$ cat src/rtl/load_store_unit_pkg.sv
`default_nettype none
// +--------------------------------------------------------------------------+
// | Module      : load_store_unit_pkg                                        |
// | Description : Shared definitions for the load/store unit: Funct3 access  |
// |               encodings, FSM state enum, and helpers for access          |
// |               legality and byte-enable generation.                       |
// | Ports       : none (package)                                             |
// | Revision    : 1.0 - initial release                                      |
// +--------------------------------------------------------------------------+
package load_store_unit_pkg;

   // Load encodings
   localparam logic [2:0] F3_LB  = 3'b000;
   localparam logic [2:0] F3_LH  = 3'b001;
   localparam logic [2:0] F3_LW  = 3'b010;
   localparam logic [2:0] F3_LBU = 3'b100;
   localparam logic [2:0] F3_LHU = 3'b101;

   // Store encodings
   localparam logic [2:0] F3_SB  = 3'b000;
   localparam logic [2:0] F3_SH  = 3'b001;
   localparam logic [2:0] F3_SW  = 3'b010;

   typedef enum logic [1:0] {
      ST_IDLE = 2'd0,
      ST_REQ  = 2'd1,
      ST_WAIT = 2'd2
   } lsu_state_e;

   // True when the size encoding exists for this direction and the
   // address is naturally aligned for that size.
   function automatic logic access_ok(input logic       we,
                                      input logic [2:0] f3,
                                      input logic [1:0] off);
      logic ok;
      ok = 1'b0;
      if (we) begin
         case (f3)
            F3_SB:   ok = 1'b1;
            F3_SH:   ok = ~off[0];
            F3_SW:   ok = (off == 2'b00);
            default: ok = 1'b0;
         endcase
      end else begin
         case (f3)
            F3_LB, F3_LBU: ok = 1'b1;
            F3_LH, F3_LHU: ok = ~off[0];
            F3_LW:         ok = (off == 2'b00);
            default:       ok = 1'b0;
         endcase
      end
      return ok;
   endfunction

   // Size is carried in f3[1:0] for both signed and unsigned variants.
   function automatic logic [3:0] byte_enables(input logic [2:0] f3,
                                               input logic [1:0] off);
      logic [3:0] be;
      case (f3[1:0])
         2'b00:   be = 4'b0001 << off;
         2'b01:   be = 4'b0011 << off;
         default: be = 4'b1111;
      endcase
      return be;
   endfunction

endpackage
`default_nettype wire

$ cat src/rtl/load_store_unit_if.sv
`default_nettype none
// +--------------------------------------------------------------------------+
// | Module      : load_store_unit_if                                         |
// | Description : Memory bus between the load/store unit (master) and the    |
// |               data memory (slave). Request channel is valid/ready;       |
// |               read response is a single valid-qualified word.            |
// | Signals     : MemReqValid  request valid        (master -> slave)        |
// |               MemReqReady  request accepted     (slave  -> master)       |
// |               MemAddr      word-aligned address (master -> slave)        |
// |               MemWData     lane-replicated data (master -> slave)        |
// |               MemBE        byte enables         (master -> slave)        |
// |               MemWE        1 = write            (master -> slave)        |
// |               MemRspValid  read data valid      (slave  -> master)       |
// |               MemRData     read word            (slave  -> master)       |
// | Revision    : 1.0 - initial release                                      |
// +--------------------------------------------------------------------------+
interface load_store_unit_if #(
   parameter int DATA_WIDTH = 32
);
   logic                  MemReqValid;
   logic                  MemReqReady;
   logic [DATA_WIDTH-1:0] MemAddr;
   logic [DATA_WIDTH-1:0] MemWData;
   logic [3:0]            MemBE;
   logic                  MemWE;
   logic                  MemRspValid;
   logic [DATA_WIDTH-1:0] MemRData;

   modport master (
      output MemReqValid, MemAddr, MemWData, MemBE, MemWE,
      input  MemReqReady, MemRspValid, MemRData
   );

   modport slave (
      input  MemReqValid, MemAddr, MemWData, MemBE, MemWE,
      output MemReqReady, MemRspValid, MemRData
   );
endinterface
`default_nettype wire

$ cat src/rtl/load_store_unit_load_extend.sv
`default_nettype none
// +--------------------------------------------------------------------------+
// | Module      : load_extend                                                |
// | Description : Combinational load formatter. Picks the addressed byte or  |
// |               halfword lane out of the read word and sign- or zero-      |
// |               extends it according to the load encoding.                 |
// | Ports       : rdata_i   read word from memory                            |
// |               offset_i  byte offset within the word (addr[1:0])          |
// |               funct3_i  load size/sign encoding                          |
// |               result_o  extended load result                             |
// | Revision    : 1.0 - initial release                                      |
// +--------------------------------------------------------------------------+
module load_extend
   import load_store_unit_pkg::*;
#(
   parameter int DATA_WIDTH = 32
) (
   input  logic [DATA_WIDTH-1:0] rdata_i,
   input  logic [1:0]            offset_i,
   input  logic [2:0]            funct3_i,
   output logic [DATA_WIDTH-1:0] result_o
);

   logic [7:0]  w_byte;
   logic [15:0] w_half;

   // Halfword accesses are aligned, so only offset[1] picks the lane.
   assign w_byte = rdata_i[{offset_i, 3'b000} +: 8];
   assign w_half = rdata_i[{offset_i[1], 4'b0000} +: 16];

   always_comb begin
      result_o = rdata_i;
      case (funct3_i)
         F3_LB:   result_o = {{(DATA_WIDTH-8){w_byte[7]}}, w_byte};
         F3_LH:   result_o = {{(DATA_WIDTH-16){w_half[15]}}, w_half};
         F3_LBU:  result_o = {{(DATA_WIDTH-8){1'b0}}, w_byte};
         F3_LHU:  result_o = {{(DATA_WIDTH-16){1'b0}}, w_half};
         default: result_o = rdata_i;
      endcase
   end

endmodule
`default_nettype wire

$ cat src/rtl/load_store_unit.sv
`default_nettype none
// +--------------------------------------------------------------------------+
// | Module      : load_store_unit                                            |
// | Description : Memory-stage load/store unit. Accepts one access from      |
// |               execute, checks alignment/encoding, issues one bus         |
// |               request, waits for read data on loads and returns the      |
// |               extended result. Upstream is stalled while busy.           |
// | Ports       : clk_i, rst_ni        clock, async active-low reset         |
// |               MemReqE_i            execute presents an access            |
// |               MemWriteE_i          1 = store, 0 = load                   |
// |               Funct3E_i            size/sign encoding                    |
// |               ALUResultE_i         byte address                          |
// |               WriteDataE_i         unshifted store data                  |
// |               RdE_i                load destination register             |
// |               mem                  memory bus (master modport)           |
// |               StallM_o             freeze upstream pipeline              |
// |               ReadDataM_o, RdM_o   load result and destination           |
// |               LoadValidM_o         one-cycle load completion pulse       |
// |               ExcM_o               one-cycle misaligned/illegal pulse    |
// | Revision    : 1.0 - initial release                                      |
// +--------------------------------------------------------------------------+
module load_store_unit
   import load_store_unit_pkg::*;
#(
   parameter int DATA_WIDTH = 32
) (
   input  logic                  clk_i,
   input  logic                  rst_ni,

   input  logic                  MemReqE_i,
   input  logic                  MemWriteE_i,
   input  logic [2:0]            Funct3E_i,
   input  logic [DATA_WIDTH-1:0] ALUResultE_i,
   input  logic [DATA_WIDTH-1:0] WriteDataE_i,
   input  logic [4:0]            RdE_i,

   load_store_unit_if.master     mem,

   output logic                  StallM_o,
   output logic [DATA_WIDTH-1:0] ReadDataM_o,
   output logic [4:0]            RdM_o,
   output logic                  LoadValidM_o,
   output logic                  ExcM_o
);

   lsu_state_e            state_q, state_d;

   // Captured transaction
   logic [DATA_WIDTH-1:0] addr_q;
   logic [DATA_WIDTH-1:0] wdata_q;
   logic [3:0]            be_q;
   logic                  we_q;
   logic [2:0]            funct3_q;
   logic [4:0]            rd_q;

   // Result registers
   logic [DATA_WIDTH-1:0] rdata_q;
   logic [4:0]            rdm_q;
   logic                  load_valid_q, load_valid_d;
   logic                  exc_q, exc_d;

   logic                  w_access_ok;
   logic                  w_capture;
   logic [DATA_WIDTH-1:0] w_store_data;
   logic [DATA_WIDTH-1:0] w_load_result;

   assign w_access_ok = access_ok(MemWriteE_i, Funct3E_i, ALUResultE_i[1:0]);

   // Replicate the store data across every lane so the byte enables alone
   // select what the memory writes.
   always_comb begin
      w_store_data = WriteDataE_i;
      case (Funct3E_i[1:0])
         2'b00:   w_store_data = {(DATA_WIDTH/8){WriteDataE_i[7:0]}};
         2'b01:   w_store_data = {(DATA_WIDTH/16){WriteDataE_i[15:0]}};
         default: w_store_data = WriteDataE_i;
      endcase
   end

   // ------------------------------------------------------------------
   // FSM
   // ------------------------------------------------------------------
   always_ff @(posedge clk_i or negedge rst_ni) begin
      if (!rst_ni) begin
         state_q <= ST_IDLE;
      end else begin
         state_q <= state_d;
      end
   end

   always_comb begin
      state_d      = state_q;
      w_capture    = 1'b0;
      exc_d        = 1'b0;
      load_valid_d = 1'b0;
      case (state_q)
         ST_IDLE: begin
            if (MemReqE_i) begin
               if (w_access_ok) begin
                  w_capture = 1'b1;
                  state_d   = ST_REQ;
               end else begin
                  exc_d = 1'b1;
               end
            end
         end
         ST_REQ: begin
            if (mem.MemReqReady) begin
               state_d = we_q ? ST_IDLE : ST_WAIT;
            end
         end
         ST_WAIT: begin
            if (mem.MemRspValid) begin
               load_valid_d = 1'b1;
               state_d      = ST_IDLE;
            end
         end
         default: state_d = ST_IDLE;
      endcase
   end

   // ------------------------------------------------------------------
   // Transaction capture and result registers
   // ------------------------------------------------------------------
   always_ff @(posedge clk_i or negedge rst_ni) begin
      if (!rst_ni) begin
         addr_q       <= '0;
         wdata_q      <= '0;
         be_q         <= '0;
         we_q         <= 1'b0;
         funct3_q     <= '0;
         rd_q         <= '0;
         rdata_q      <= '0;
         rdm_q        <= '0;
         load_valid_q <= 1'b0;
         exc_q        <= 1'b0;
      end else begin
         load_valid_q <= load_valid_d;
         exc_q        <= exc_d;
         if (w_capture) begin
            addr_q   <= ALUResultE_i;
            wdata_q  <= w_store_data;
            be_q     <= byte_enables(Funct3E_i, ALUResultE_i[1:0]);
            we_q     <= MemWriteE_i;
            funct3_q <= Funct3E_i;
            rd_q     <= RdE_i;
         end
         if (load_valid_d) begin
            rdata_q <= w_load_result;
            rdm_q   <= rd_q;
         end
      end
   end

   load_extend #(
      .DATA_WIDTH (DATA_WIDTH)
   ) u_load_extend (
      .rdata_i  (mem.MemRData),
      .offset_i (addr_q[1:0]),
      .funct3_i (funct3_q),
      .result_o (w_load_result)
   );

   // ------------------------------------------------------------------
   // Outputs: all decoded from registered state
   // ------------------------------------------------------------------
   assign mem.MemReqValid = (state_q == ST_REQ);
   assign mem.MemAddr     = {addr_q[DATA_WIDTH-1:2], 2'b00};
   assign mem.MemWData    = wdata_q;
   assign mem.MemBE       = be_q;
   assign mem.MemWE       = we_q;

   assign StallM_o     = (state_q != ST_IDLE);
   assign ReadDataM_o  = rdata_q;
   assign RdM_o        = rdm_q;
   assign LoadValidM_o = load_valid_q;
   assign ExcM_o       = exc_q;

endmodule
`default_nettype wire

$ cat src/flat_wrapper.sv
// flat-port wrapper written by rule: the top's interface ports become plain ports
module load_store_unit_flat import load_store_unit_pkg::*;
#(
   parameter int DATA_WIDTH = 32
)
  (clk_i, rst_ni, MemReqE_i, MemWriteE_i, Funct3E_i, ALUResultE_i, WriteDataE_i, RdE_i, StallM_o, ReadDataM_o, RdM_o, LoadValidM_o, ExcM_o, mem_MemReqValid, mem_MemAddr, mem_MemWData, mem_MemBE, mem_MemWE, mem_MemReqReady, mem_MemRspValid, mem_MemRData);
  load_store_unit_if #(.DATA_WIDTH(DATA_WIDTH)) mem_i ();
  input  logic clk_i;
  input  logic rst_ni;
  input  logic MemReqE_i;
  input  logic MemWriteE_i;
  input  logic [2:0] Funct3E_i;
  input  logic [DATA_WIDTH-1:0] ALUResultE_i;
  input  logic [DATA_WIDTH-1:0] WriteDataE_i;
  input  logic [4:0] RdE_i;
  output logic StallM_o;
  output logic [DATA_WIDTH-1:0] ReadDataM_o;
  output logic [4:0] RdM_o;
  output logic LoadValidM_o;
  output logic ExcM_o;
  output wire logic [$bits(mem_i.MemReqValid)-1:0] mem_MemReqValid;
  output wire logic [$bits(mem_i.MemAddr)-1:0] mem_MemAddr;
  output wire logic [$bits(mem_i.MemWData)-1:0] mem_MemWData;
  output wire logic [$bits(mem_i.MemBE)-1:0] mem_MemBE;
  output wire logic [$bits(mem_i.MemWE)-1:0] mem_MemWE;
  input wire logic [$bits(mem_i.MemReqReady)-1:0] mem_MemReqReady;
  input wire logic [$bits(mem_i.MemRspValid)-1:0] mem_MemRspValid;
  input wire logic [$bits(mem_i.MemRData)-1:0] mem_MemRData;
  assign mem_MemReqValid = mem_i.MemReqValid;
  assign mem_MemAddr = mem_i.MemAddr;
  assign mem_MemWData = mem_i.MemWData;
  assign mem_MemBE = mem_i.MemBE;
  assign mem_MemWE = mem_i.MemWE;
  assign mem_i.MemReqReady = mem_MemReqReady;
  assign mem_i.MemRspValid = mem_MemRspValid;
  assign mem_i.MemRData = mem_MemRData;
  load_store_unit #(.DATA_WIDTH(DATA_WIDTH)) u_core (.clk_i(clk_i), .rst_ni(rst_ni), .MemReqE_i(MemReqE_i), .MemWriteE_i(MemWriteE_i), .Funct3E_i(Funct3E_i), .ALUResultE_i(ALUResultE_i), .WriteDataE_i(WriteDataE_i), .RdE_i(RdE_i), .mem(mem_i), .StallM_o(StallM_o), .ReadDataM_o(ReadDataM_o), .RdM_o(RdM_o), .LoadValidM_o(LoadValidM_o), .ExcM_o(ExcM_o));
endmodule
$ cat config.mk
export PLATFORM = sky130hd
export DESIGN_NAME = load_store_unit_flat
export DESIGN_NICKNAME = d
export VERILOG_FILES = /design/src/rtl/load_store_unit_pkg.sv /design/src/rtl/load_store_unit_if.sv /design/src/rtl/load_store_unit_load_extend.sv /design/src/rtl/load_store_unit.sv /design/src/flat_wrapper.sv
export SDC_FILE = /design/constraint.sdc
export NUM_CORES = 1
export LEC_CHECK = 0
export BUFFER_PORTS_ARGS = -buffer_cell sky130_fd_sc_hd__buf_4
export CORE_MARGIN = 2
export CORE_UTILIZATION = 35
export DETAILED_ROUTE_END_ITERATION = 10
export GPL_TIMING_DRIVEN = 0
export PLACE_DENSITY = 0.7
export RECOVER_POWER = 25
export SYNTH_ARGS = -nofsm -noshare
export SYNTH_HDL_FRONTEND = slang
export SYNTH_SLANG_ARGS = --single-unit
$ cat constraint.sdc
create_clock -name clk_i -period 2 [get_ports clk_i]
set_input_delay 0.1 -clock clk_i [delete_from_list [all_inputs] [get_ports clk_i]]
set_output_delay 0.1 -clock clk_i [all_outputs]
set_load 0.05 [all_outputs]
[After elaboration in Yosys (flattened, before gate mapping)]
Cells that the tools add are included.
Widths: inputs -> output; s select.
Word-level totals
  register bits after elaboration: 118
  output and inout bits: 110
  logic and storage cells: 59
Cells by class
  equality and inequality tests: 14
  shifts and indexed selects: 4
  multiplexer cells: 20
  bitwise gates (word level): 1
  reductions and logical operators: 9
Operators with widths (number)
  $pmux 32 s4: 1
  $pmux 32 s2: 1
  $shiftx 32x6->16: 1
  $shiftx 32x6->8: 1
  $eq 3x3->1 const B: 4
  $mux 2: 5
  $mux 1: 9
  $pmux 4 s2: 1
  $eq 3x1->1 const B: 2
  $logic_not 2->1: 3
  $logic_not 3->1: 2
  $pmux 1 s3: 2
  $pmux 2 s3: 1
  $eq 2x1->1 const B: 2
  $ne 2x1->1 const B: 2
  $ne 2x2->1 const B: 2
  $reduce_and 4->1: 1
  $reduce_or 2->1: 2
  $shl 1x2->4 const A: 1
  $shl 2x2->4 const A: 1
  $eq 3x2->1 const B: 1
  $eq 2x2->1 const B: 1
  $reduce_bool 2->1: 1
  $not 1->1: 1

[Logic depth before layout (Yosys ltp)]
Gate-level depths: netlist (run 1).
  depth after elaboration: 7
  depth in mapped cells: 6

[Cells and area by module]
A second synthesis (run 1) with hierarchy kept.
Second synthesis, totals
  cells, all modules: 466
  area, all modules: 5849.4 µm²
By module, submodules not included
  load_store_unit: instances 1, cells each 348, area an instance 5054.8 µm², seq. area each 2952.8 µm²
  load_extend: instances 1, cells each 118, area an instance 794.5 µm², seq. area each 0.0 µm²

[Least setup slack after synthesis (run 1)]
OpenSTA, ideal clock, no wires.
  path type: register to register
  from: register u_core.addr_q[1]
  to: register u_core.rdata_q[10] (netlist: u_core.ReadDataM_o[10])
  arrival time: 1501 ps
  data required time: 1835 ps
  setup slack: 334 ps
  stages on the path, launching flop included: 4
  cells stage by stage: dfrtp_1 mux4_2 a2111oi_4 a221oi_1
On the way
  longest elaborated chain between the ends: 2
  elaborated cells between the ends (all ways): 3
  those cells by class: shift: 2; mux: 1
RTL lines
  from (decl): RTL line load_store_unit.sv:49  | logic [DATA_WIDTH-1:0] addr_q;
  from (signal assigned): RTL line load_store_unit.sv:141  | addr_q <= ALUResultE_i;
  $shiftx 32x6->16 or $shiftx 32x6->8 (tied branches): RTL line load_store_unit_load_extend.sv:29, load_store_unit_load_extend.sv:28
  $pmux 32 s4 *: RTL line load_store_unit_load_extend.sv:33  | case (funct3_i)
  to (signal assigned): RTL line load_store_unit.sv:149  | rdata_q <= w_load_result;
  to (decl): RTL line load_store_unit.sv:57  | logic [DATA_WIDTH-1:0] rdata_q;
Mark *: on every way between the ends. The rest lies on a longest branch, timed or not.
A chain may end at the register's enable or synchronous reset.

[Worst setup path after layout (run 1)]
  from: register u_core.funct3_q[1]
  to: register u_core.rdata_q[1] (netlist: u_core.ReadDataM_o[1])
On the way
  longest elaborated chain between the ends: 2
  elaborated cells between the ends (all ways): 5
  those cells by class: eq/ne: 3; mux: 1; reduce/logical: 1
RTL lines
  from (decl): RTL line load_store_unit.sv:53  | logic [2:0] funct3_q;
  from (signal assigned): RTL line load_store_unit.sv:145  | funct3_q <= Funct3E_i;
  $eq 3x3->1, or another cell as far along: RTL line load_store_unit_load_extend.sv:33
  $pmux 32 s4 *: RTL line load_store_unit_load_extend.sv:33
Marked as above.

==> results of run 1 <==
-- power by group through the flow --
stage               clock, W  sequential (W)  combinational [W]
finish               0.00294         0.00390            0.00689
global route         0.00308         0.00401            0.00722
CTS                  0.00298         0.00389            0.00688
detailed placement         0         0.00392            0.00672
global placement           0         0.00389            0.00666
floorplan                  0         0.00605            0.00244
-- stage by stage --
step,utilization,TNS [ns]
5_1_grt,0.5820,0
3_3_place_gp,0.4812,-0.8744
6_report,0.5820,0
4_1_cts,0.5809,0
3_5_place_dp,0.4832,-1.010
2_1_floorplan,-,0
-- state kept, by name (all words and copies together), names as in the netlist --
| name | flops |
|---|---|
| u_core.ReadDataM_o | 32 |
| u_core.rd_q | 5 |
| u_core.ExcM_o | 1 |
| u_core.funct3_q | 3 |
| u_core.state_q | 2 |
| u_core.mem.MemBE | 4 |
| u_core.LoadValidM_o | 1 |
| u_core.RdM_o | 5 |
| u_core.addr_q | 32 |
| u_core.mem.MemWE | 1 |
| u_core.mem.MemWData | 32 |
-- area by class of cell --
cell class / count / area share
clock inverter: 10 / 0.01202
multi-input combinational: 315 / 0.2367
clock buffer: 21 / 0.05091
tap: 188 / 0.02659
sequential: 118 / 0.3338
inverter: 10 / 0.004243
timing repair buffer: 312 / 0.2927
buffer: 63 / 0.04299
-- how the worst max path moves through the flow --
stage	from	endpoint	slack, ns	depth (start not counted)
floorplan	u_core.addr_q[1]	u_core.ReadDataM_o[10]	0.33	3
global placement	u_core.state_q[0]	u_core.ReadDataM_o[13]	-0.13	4
detailed placement	u_core.state_q[0]	u_core.ReadDataM_o[11]	-0.15	4
CTS	u_core.state_q[1]	u_core.mem.MemWData[16]	0.05	6
global route	ALUResultE_i[0]	u_core.mem.MemWData[15]	0.002	8
finish	u_core.funct3_q[1]	u_core.ReadDataM_o[1]	0.13	5
-- worst min-delay path, cell delays in order --
cell and delay [ns]:
buf_4 0.10, a211oi_1 0.06, a21oi_1 0.13
-- per-layer routing --
| metal | vias up | part of all wire | GRT usage |
|---|---|---|---|
| li1 | 2409 | - | - |
| met1 | 2521 | 0.41 | 0.2614 |
| met2 | 271 | 0.48 | 0.3548 |
| met3 | 28 | 0.094 | 0.07277 |
| met4 | 0 | 0.020 | 0.07801 |
| met5 | - | 0 | 0 |
-- cells by family (layout without fill, tap and decap cells) --
kind of cell / Yosys count / count (layout) / share of synthesized area
and+or+nand+nor: 143 / 143 / 0.1137
other: 1 / 2 / 0.0006885
buffers and inverters: 73 / 416 / 0.07535
muxes: 81 / 81 / 0.1622
DFF: 118 / 118 / 0.5422
AOI/OAI and AO/OA: 89 / 89 / 0.1059
-- Yosys cell counts, types with 2 or more instances --
| cell | instances | share of area |
|---|---|---|
| a21oi_1 | 14 | 0.013 |
| a221oi_1 | 8 | 0.013 |
| a311oi_1 | 7 | 0.011 |
| buf_1 | 3 | 0.0021 |
| buf_2 | 13 | 0.012 |
| buf_4 | 32 | 0.044 |
| clkbuf_1 | 15 | 0.010 |
| dfrtp_1 | 118 | 0.54 |
| inv_1 | 9 | 0.0062 |
| mux2_1 | 48 | 0.099 |
| mux2i_1 | 32 | 0.059 |
| nand2_1 | 77 | 0.053 |
| nand2b_1 | 3 | 0.0034 |
| nand3_1 | 39 | 0.036 |
| nor2_1 | 14 | 0.0096 |
| nor2b_1 | 2 | 0.0023 |
| nor3_1 | 5 | 0.0046 |
| o21ai_0 | 10 | 0.0092 |
| o21ai_1 | 37 | 0.034 |
| o31ai_1 | 7 | 0.0096 |
-- repair_timing --
item | in CTS | in global routing
resized for setup | 2 | 6
endpoints found under the setup margin | 9 | 42
pin swaps | 0 | 1
hold endpoints to repair | 146 | 0
cloned | 0 | 0
hold buffers | 92 | 0
buffers inserted | 0 | 2
==> flow_metrics.py, run 1 <==
metrics = {
    "critical_path": {
        "arrival_ns": 2.15,
        "worstSetupPathType": "flop to flop",
        "cp.required_ns": 2.28,
        "end_kind": "flop",
        "r2r_cells": 5,
        "critPathLaunchType": "flop",
        "cpLargestDelayFamily": "simple AND/OR/NAND/NOR gates",
        "worst_path_largest_cell_delay_ns": 0.59,
        "path_buf_inv": 1,
        "r2r_setup_slack_ns": 0.13,
        "r2r-start": "u_core.funct3_q[1]",
        "slowest_stage": "nor2_1",
        "worst-path-max-fanout": 10,
        "crit_chain": "clkbuf_1 -> nor2_1 -> nand3_1 -> o21ai_1 -> o31ai_1",
        "regToRegEndpoint": "u_core.ReadDataM_o[1]",
    },
    "route": {
        "wire_per_inst_um": 16.95,
        "vias": 5229,
        "drt-total-wl_mm": 17.58,
        "drt_first_pass_iters": 7,
        "avgViaCountPerCell": 5.042,
        "drt_iter0_markers": 317,
        "ant_nets": 0,
        "drc": 0,
    },
    "cells_and_area": {
        "final.fill_count": 1276,
        "final_cell_mix": "buf_4 (252), dfrtp_1 (118), dlygate4sd3_1 (92)",
        "area_growth_syn_to_layout_pct": 62.44,
        "fin_cells": 1037,
        "drive_gt1_frac": 0.3592,
        "final-seq-area_sq_um": 2953,
        "n_antenna_cell": 0,
        "final_cell_area_sq_um": 8847,
        "final_nets": 947,
        "layout_commonest_cell": "buf_4",
        "multi_input_comb_area_sq_um": 2095,
    },
    "synth": {
        "synthArstFlopShare": 1.000,
        "synth.avg_cell_area_sq_um": 10.79,
        "synth-seq-cells": 118,
        "ys_types": 32,
        "yosysWarnings": 0,
        "synthCells": 505,
        "syn_area_sq_um": 5446,
        "synth_edf_count": 0,
        "synthFlopType": "dfrtp_1",
        "ys_seq_area_frac": 0.5422,
    },
    "status": {
        "status": "finished with violations",
        "violations": "capacitance limit",
    },
    "die": {
        "die_x_um": 128.7,
        "dieArea_sq_um": 16580,
        "die_h_um": 128.7,
        "ios": 220,
        "initial_utilization": 0.3583,
        "rows": 45,
        "core_area_sq_um": 15200,
    },
    "sta": {
        "fin_crit_ns": 1.868,
        "finalHoldViolCount": 0,
        "hold_slack_ns": 0.02735,
        "relSlewSlack": 0.006973,
        "setup_viol": 0,
        "tightest_slew_ns": 1.490,
        "fin_crit_sh": 0.9342,
        "clock_skew_ns": 0.007754,
        "fmax_mhz": 535.2,
        "worst_slack_ns": 0.1316,
        "slew_viol_final": 0,
        "grt_setup_unrepaired": "false",
    },
    "flow_run": {
        "maxCapViolCount": 1,
    },
    "global_route": {
        "antenna_found_initial": 0,
        "grt_max_degree": 63,
        "track_usage": 0.2144,
        "grt_pass1_wl_mm": 27.42,
        "grt_pass1_vias": 5330,
        "overflow": 0,
    },
    "clock_network": {
        "cts_buffers": 17,
        "clk_pin_slew_ns": 0.05,
        "cts_num_sinks": 118,
        "worstSkewPairLatency_ns": 0.41,
        "cts_max_level": 4,
        "tritoncts": "built",
        "clock-root-buffer": "clkbuf_16",
        "clk_path_buf_depth": 2,
    },
    "place": {
        "place_ws_ns": -0.1487,
        "dpl.cell_count": 912,
        "io_buffer_count": 217,
        "hpwl_mm": 11.93,
        "place_area_sq_um": 7346,
        "place.gp.congestion": 0.8636,
    },
    "power_and_ir_drop": {
        "cellPowerDensity_nw_per_um2": 1551,
        "p_leak_nw": 4.325,
        "p_int_w": 0.007462,
        "sw_frac_of_total": 0.4563,
        "p_seq_frac": 0.284,
        "switching_power_w": 0.006263,
        "combinationalPowerShare": 0.502,
        "clkPwrFrac": 0.214,
        "ir_drop_mv": 0.8290,
        "finalPower_w": 0.01373,
    },
    "min_path": {
        "hp-start": "mem_MemRData[7]",
        "hold_path_class": "input port to flop",
        "hold_path_end": "u_core.ReadDataM_o[7]",
        "worstHoldPathCells": 3,
    },
}
(Power assumes the default switching activity.)
==> inputs of run 2 (changes only) <==
- CORE_UTILIZATION: 35 -> 49
- PLACE_DENSITY: 0.7 -> 0.9
==> flow_metrics.py, run 2 (same netlist as run 1, synthesis figures left out) <==
metrics = {
    "status": {
        "status": "finished with violations",
        "violations": "capacitance limit, slew limit",
    },
    "power_and_ir_drop": {
        "p_seq_frac": 0.288,
        "sw_frac_of_total": 0.4715,
        "cellPowerDensity_nw_per_um2": 1556,
        "p_int_w": 0.007323,
        "ir_drop_mv": 1.229,
        "clkPwrFrac": 0.205,
        "p_leak_nw": 4.357,
        "switching_power_w": 0.006534,
        "combinationalPowerShare": 0.507,
    },
    "global_route": {
        "gr-usage-met1": 0.3583,
        "overflow": 0,
        "grt_pass1_wl_mm": 29.49,
        "grt_pass1_vias": 5811,
        "grt_max_degree": 66,
        "busiest_layer": "met2",
        "use_met3": 0.07884,
        "track_usage": 0.3280,
        "met2_usage": 0.5996,
        "antenna_found_initial": 0,
    },
    "min_path": {
        "worstHoldPathCells": 3,
        "hold_path_class": "input port to flop",
        "hp-start": "mem_MemRData[15]",
        "hold_path_end": "u_core.ReadDataM_o[15]",
    },
    "critical_path": {
        "slowest_stage": "dfrtp_1",
        "regToRegEndpoint": "u_core.ReadDataM_o[24]",
        "critPathLaunchType": "flop",
        "r2r-start": "u_core.addr_q[1]",
        "r2r_setup_slack_ns": 0.08,
        "worst-path-max-fanout": 10,
        "cpLargestDelayFamily": "buffers and inverters",
        "end_kind": "flop",
        "crit_chain": "buf_2 -> mux2i_1 -> o21ai_1 -> o311ai_2 -> buf_2 -> nand3_1",
        "path_buf_inv": 2,
        "worstSetupPathType": "flop to flop",
        "r2r_cells": 6,
        "cp_common_cell": "buf_2",
        "arrival_ns": 2.29,
        "cp.required_ns": 2.38,
        "worst_path_largest_cell_delay_ns": 0.42,
    },
    "sta": {
        "setup_viol": 0,
        "slew_viol_final": 65,
        "finalSetupTns_ns": 0,
        "fin_crit_sh": 0.9581,
        "fmax_mhz": 521.9,
        "grt_setup_unrepaired": "false",
        "finalHoldViolCount": 0,
        "tightest_slew_ns": 1.654,
        "relSlewSlack": -0.1027,
        "clock_skew_ns": 0.01052,
        "fin_crit_ns": 1.916,
    },
    "route": {
        "wire_per_inst_um": 19.39,
        "drt_iter0_markers": 432,
        "drt_first_pass_iters": 8,
        "drc": 0,
        "vias": 5578,
        "drt-total-wl_mm": 19.42,
        "ant_nets": 0,
        "avgViaCountPerCell": 5.567,
    },
    "die": {
        "die_h_um": 109.4,
        "dieArea_sq_um": 11970,
        "core_area_sq_um": 10840,
        "rows": 38,
        "initial_utilization": 0.5024,
        "die_x_um": 109.4,
        "ios": 220,
    },
    "clock_network": {
        "tritoncts": "built",
        "cts_max_level": 4,
        "cts_buffers": 17,
        "cts_num_sinks": 118,
        "worstSkewPairLatency_ns": 0.52,
        "clk_path_buf_depth": 2,
        "clk_pin_slew_ns": 0.06,
        "clock-root-buffer": "clkbuf_8",
    },
    "cells_and_area": {
        "multi_input_comb_area_sq_um": 2092,
        "fin_cells": 1002,
        "layout_commonest_cell": "buf_4",
        "final_cell_mix": "buf_4 (248), dfrtp_1 (118), dlygate4sd3_1 (107)",
        "final-seq-area_sq_um": 2953,
        "final_nets": 959,
        "n_antenna_cell": 0,
        "drive_gt1_frac": 0.3538,
        "final.fill_count": 593,
        "area_growth_syn_to_layout_pct": 63.57,
    },
    "flow_run": {
        "maxCapViolCount": 1,
    },
    "place": {
        "dpl.cell_count": 864,
        "place.gp.congestion": 0.8762,
        "hpwl_mm": 12.26,
        "io_buffer_count": 217,
    },
}
-- run 2: cell types whose count changed in the layout (fill, tap and decap cells not counted), sizes merged --
cell and delta:
dlygate4sd3 +15, clkbuf -4, clkinvlp +3, inv +3, buf -2, bufinv -1
clkinv -1
-- run 2: final cells by class --
type                            instances  share of cell area
Buffer                                 62             0.04157
Multi-Input combinational cell        315              0.2348
Clock inverter                         14             0.01433
Tap cell                              140             0.01966
Sequential cell                       118              0.3315
Inverter                               10            0.004213
Timing Repair Buffer                  325              0.3059
Clock buffer                           18             0.04803
-- run 2: repair_timing --
action,in CTS,in global routing
buffers inserted,0,0
resized for setup,1,1
hold buffers,107,0
setup endpoints to repair,7,2
endpoints found under the hold margin,170,0
-- run 2: worst max path at each step --
stage | start | endpoint | slack [ns] | cells past startpoint
4_1_cts | u_core.addr_q[1] | u_core.ReadDataM_o[8] | 0.12 | 3
2_1_floorplan | u_core.addr_q[1] | u_core.ReadDataM_o[10] | 0.33 | 3
3_3_place_gp | u_core.state_q[0] | u_core.ReadDataM_o[9] | 0.02 | 4
3_5_place_dp | u_core.state_q[0] | u_core.ReadDataM_o[8] | -0.04 | 4
6_report | u_core.addr_q[1] | u_core.ReadDataM_o[24] | 0.08 | 6
5_1_grt | u_core.addr_q[1] | u_core.ReadDataM_o[24] | 0.001 | 6
-- run 2: metal layers --
layer  share of wire  vias to the layer above  wire length (um)
met5               0                        -                 0
met4           0.032                        0               620
met3           0.086                       69              1678
met2            0.53                      361             10230
met1            0.36                     2722              6898
li1                -                     2426                 -
-- run 2: power groups by stage --
| stage | Clock (W) | Sequential, W | Combinational [W] |
|---|---|---|---|
| floorplan | 0 | 0.00605 | 0.00244 |
| global placement | 0 | 0.00388 | 0.00660 |
| detailed placement | 0 | 0.00395 | 0.00672 |
| CTS | 0.00284 | 0.00393 | 0.00692 |
| global route | 0.00297 | 0.00407 | 0.00733 |
| finish | 0.00284 | 0.00399 | 0.00703 |
-- run 2: worst register-to-register path, stage by stage, from the launching register on --
cell      delay (ns)
dfrtp_1         0.42
buf_2           0.34
mux2i_1         0.27
o21ai_1         0.10
o311ai_2        0.20
buf_2           0.34
nand3_1         0.12
-- run 2: stage by stage --
stage	hold slack, ns	total power, W	utilization	area, sq um	worst slack, ns
global route	0.03355	0.01436	0.8218	8909	0.001071
finish	0.02805	0.01386	0.8218	8909	0.08386
detailed placement	0.2420	0.01068	0.6717	7282	-0.03677
global placement	0.2908	0.01048	0.6692	7254	0.01687
floorplan	-0.1956	0.008482	-	5450	0.3341
CTS	0.003515	0.01368	0.8223	8914	0.1155
==> inputs of run 3 (changes only) <==
- CELL_PAD_IN_SITES_DETAIL_PLACEMENT: default -> 0
- CELL_PAD_IN_SITES_GLOBAL_PLACEMENT: default -> 1
- CORE_UTILIZATION: 49 -> 36
- PLACE_DENSITY: 0.9 -> 0.88
==> flow_metrics.py, run 3 (same netlist as run 1, synthesis figures left out) <==
metrics = {
    "route": {
        "vias": 5275,
        "drt-total-wl_mm": 18.23,
        "drt_iter0_markers": 330,
        "route.met2.wl_mm": 8.912,
        "drc": 0,
        "ant_nets": 0,
        "dr.max_layer_used": "met4",
        "route.met3.wl_mm": 1.687,
        "wire_per_inst_um": 17.70,
        "drt_first_pass_iters": 5,
        "wl_met1_mm": 7.065,
        "avgViaCountPerCell": 5.121,
    },
    "die": {
        "rows": 44,
        "die_h_um": 127,
        "core_area_sq_um": 14640,
        "dieArea_sq_um": 16130,
        "die_x_um": 127,
        "ios": 220,
        "initial_utilization": 0.3719,
    },
    "global_route": {
        "overflow": 0,
        "antenna_found_initial": 0,
        "grt_max_degree": 87,
        "grt_pass1_wl_mm": 28.85,
        "grt_pass1_vias": 5651,
        "track_usage": 0.2294,
    },
    "sta": {
        "tightest_slew_ns": 0.8875,
        "fmax_mhz": 516.3,
        "worst_slack_ns": 0.06310,
        "slew_viol_final": 0,
        "fin_crit_sh": 0.9684,
        "grt_setup_unrepaired": "false",
        "fin_crit_ns": 1.937,
        "setup_viol": 0,
        "clock_skew_ns": 0.006176,
        "finalHoldViolCount": 0,
        "relSlewSlack": 0.4062,
    },
    "critical_path": {
        "worst-path-max-fanout": 8,
        "end_kind": "flop",
        "cp.required_ns": 2.25,
        "arrival_ns": 2.18,
        "worstSetupPathType": "flop to flop",
        "critPathLaunchType": "flop",
    },
    "cells_and_area": {
        "post-route-util": 0.6095,
        "final_cell_area_sq_um": 8925,
        "final-seq-area_sq_um": 2953,
        "final_cell_mix": "buf_4 (249), dfrtp_1 (118), dlygate4sd3_1 (90)",
        "n_antenna_cell": 0,
        "layout_commonest_cell": "buf_4",
        "area_growth_syn_to_layout_pct": 63.86,
        "multi_input_comb_area_sq_um": 2092,
        "final.fill_count": 1169,
        "drive_gt1_frac": 0.3593,
        "final_nets": 943,
    },
    "power_and_ir_drop": {
        "p_seq_frac": 0.272,
        "sw_frac_of_total": 0.4388,
        "combinationalPowerShare": 0.478,
        "p_leak_nw": 4.347,
        "clkPwrFrac": 0.250,
        "ir_drop_mv": 0.8039,
        "switching_power_w": 0.006332,
        "p_int_w": 0.008099,
        "cellPowerDensity_nw_per_um2": 1617,
    },
    "status": {
        "status": "finished clean",
    },
    "place": {
        "place.gp.congestion": 0.8765,
        "io_buffer_count": 217,
        "place_area_sq_um": 7341,
        "place_ws_ns": -0.1208,
        "hpwl_mm": 12.56,
    },
    "clock_network": {
        "cts_max_level": 4,
        "clk_path_buf_depth": 2,
        "tritoncts": "built",
        "cts_num_sinks": 118,
        "clk_pin_slew_ns": 0.05,
        "cts_buffers": 17,
        "worstSkewPairLatency_ns": 0.41,
        "cts_setup_buffers": 0,
        "clock-root-buffer": "clkbuf_16",
    },
    "min_path": {
        "hold_path_class": "input port to flop",
    },
    "flow_run": {
        "maxCapViolCount": 0,
    },
}
run 3: cell count changes in the layout (fill, tap and decap cells not counted), sizes merged:
cell | before | now
clkbuf | 34 | 36
inv | 13 | 10
dlygate4sd3 | 107 | 90
clkinvlp | 4 | 3
clkinv | 6 | 3
bufinv | 1 | 7
run 3: what timing repair did:
item	4_1_cts	5_1_grt
endpoints found under the setup margin	8	11
endpoints found under the hold margin	151	0
hold buffers	90	0
resized for setup	1	5
run 3: final cells by class:
| cell class | count | area share |
|---|---|---|
| Sequential cell | 118 | 0.3309 |
| Timing Repair Buffer | 308 | 0.2845 |
| Multi-Input combinational cell | 315 | 0.2344 |
| Clock buffer | 19 | 0.04963 |
| Buffer | 63 | 0.04248 |
| Clock inverter | 13 | 0.02818 |
| Tap cell | 184 | 0.02580 |
| Inverter | 10 | 0.004206 |
run 3: critical path, stage by stage (launching register included):
cell,delay (ns)
dfrtp_1,0.43
mux4_2,0.58
a2111oi_4,0.65
a221oi_1,0.12
run 3: metal layers:
metal / vias to the layer above / track usage
met5: - / 0
met4: 0 / 0.09696
met3: 47 / 0.07077
met2: 297 / 0.3909
met1: 2531 / 0.2693
li1: 2400 / -
run 3: metrics by stage:
step / hold WS [ns] / total power [W] / std cells / setup TNS, ns
CTS: 0.006264 / 0.01447 / 1030 / 0
finish: 0.01768 / 0.01443 / 1030 / 0
global route: 0.009373 / 0.01504 / 1030 / 0
global placement: 0.2911 / 0.01053 / 907 / -0.1966
floorplan: -0.1956 / 0.008482 / 506 / 0
detailed placement: 0.01290 / 0.01068 / 908 / -0.8060
run 3: final timing paths:
check / from / endpoint / slack (ns) / cells after the start
worst max register to register: u_core.addr_q[1] / u_core.ReadDataM_o[9] / 0.06 / 3
worst min-delay path: ALUResultE_i[1] / u_core.addr_q[1] / 0.02 / 3
worst max-delay path: u_core.addr_q[1] / u_core.ReadDataM_o[9] / 0.06 / 3
worst min register to register: u_core.rd_q[0] / u_core.RdM_o[0] / 0.47 / 2
min in group asynchronous: rst_ni / u_core.RdM_o[3] / 0.33 / 2
max in group asynchronous: rst_ni / u_core.mem.MemBE[0] / 0.37 / 3
run 3: power groups by stage:
stage	Combinational, W	Clock [W]	Sequential [W]
2_1_floorplan	0.00244	0	0.00605
3_3_place_gp	0.00665	0	0.00389
3_5_place_dp	0.00674	0	0.00393
4_1_cts	0.00690	0.00366	0.00391
5_1_grt	0.00722	0.00378	0.00404
6_report	0.00690	0.00361	0.00392
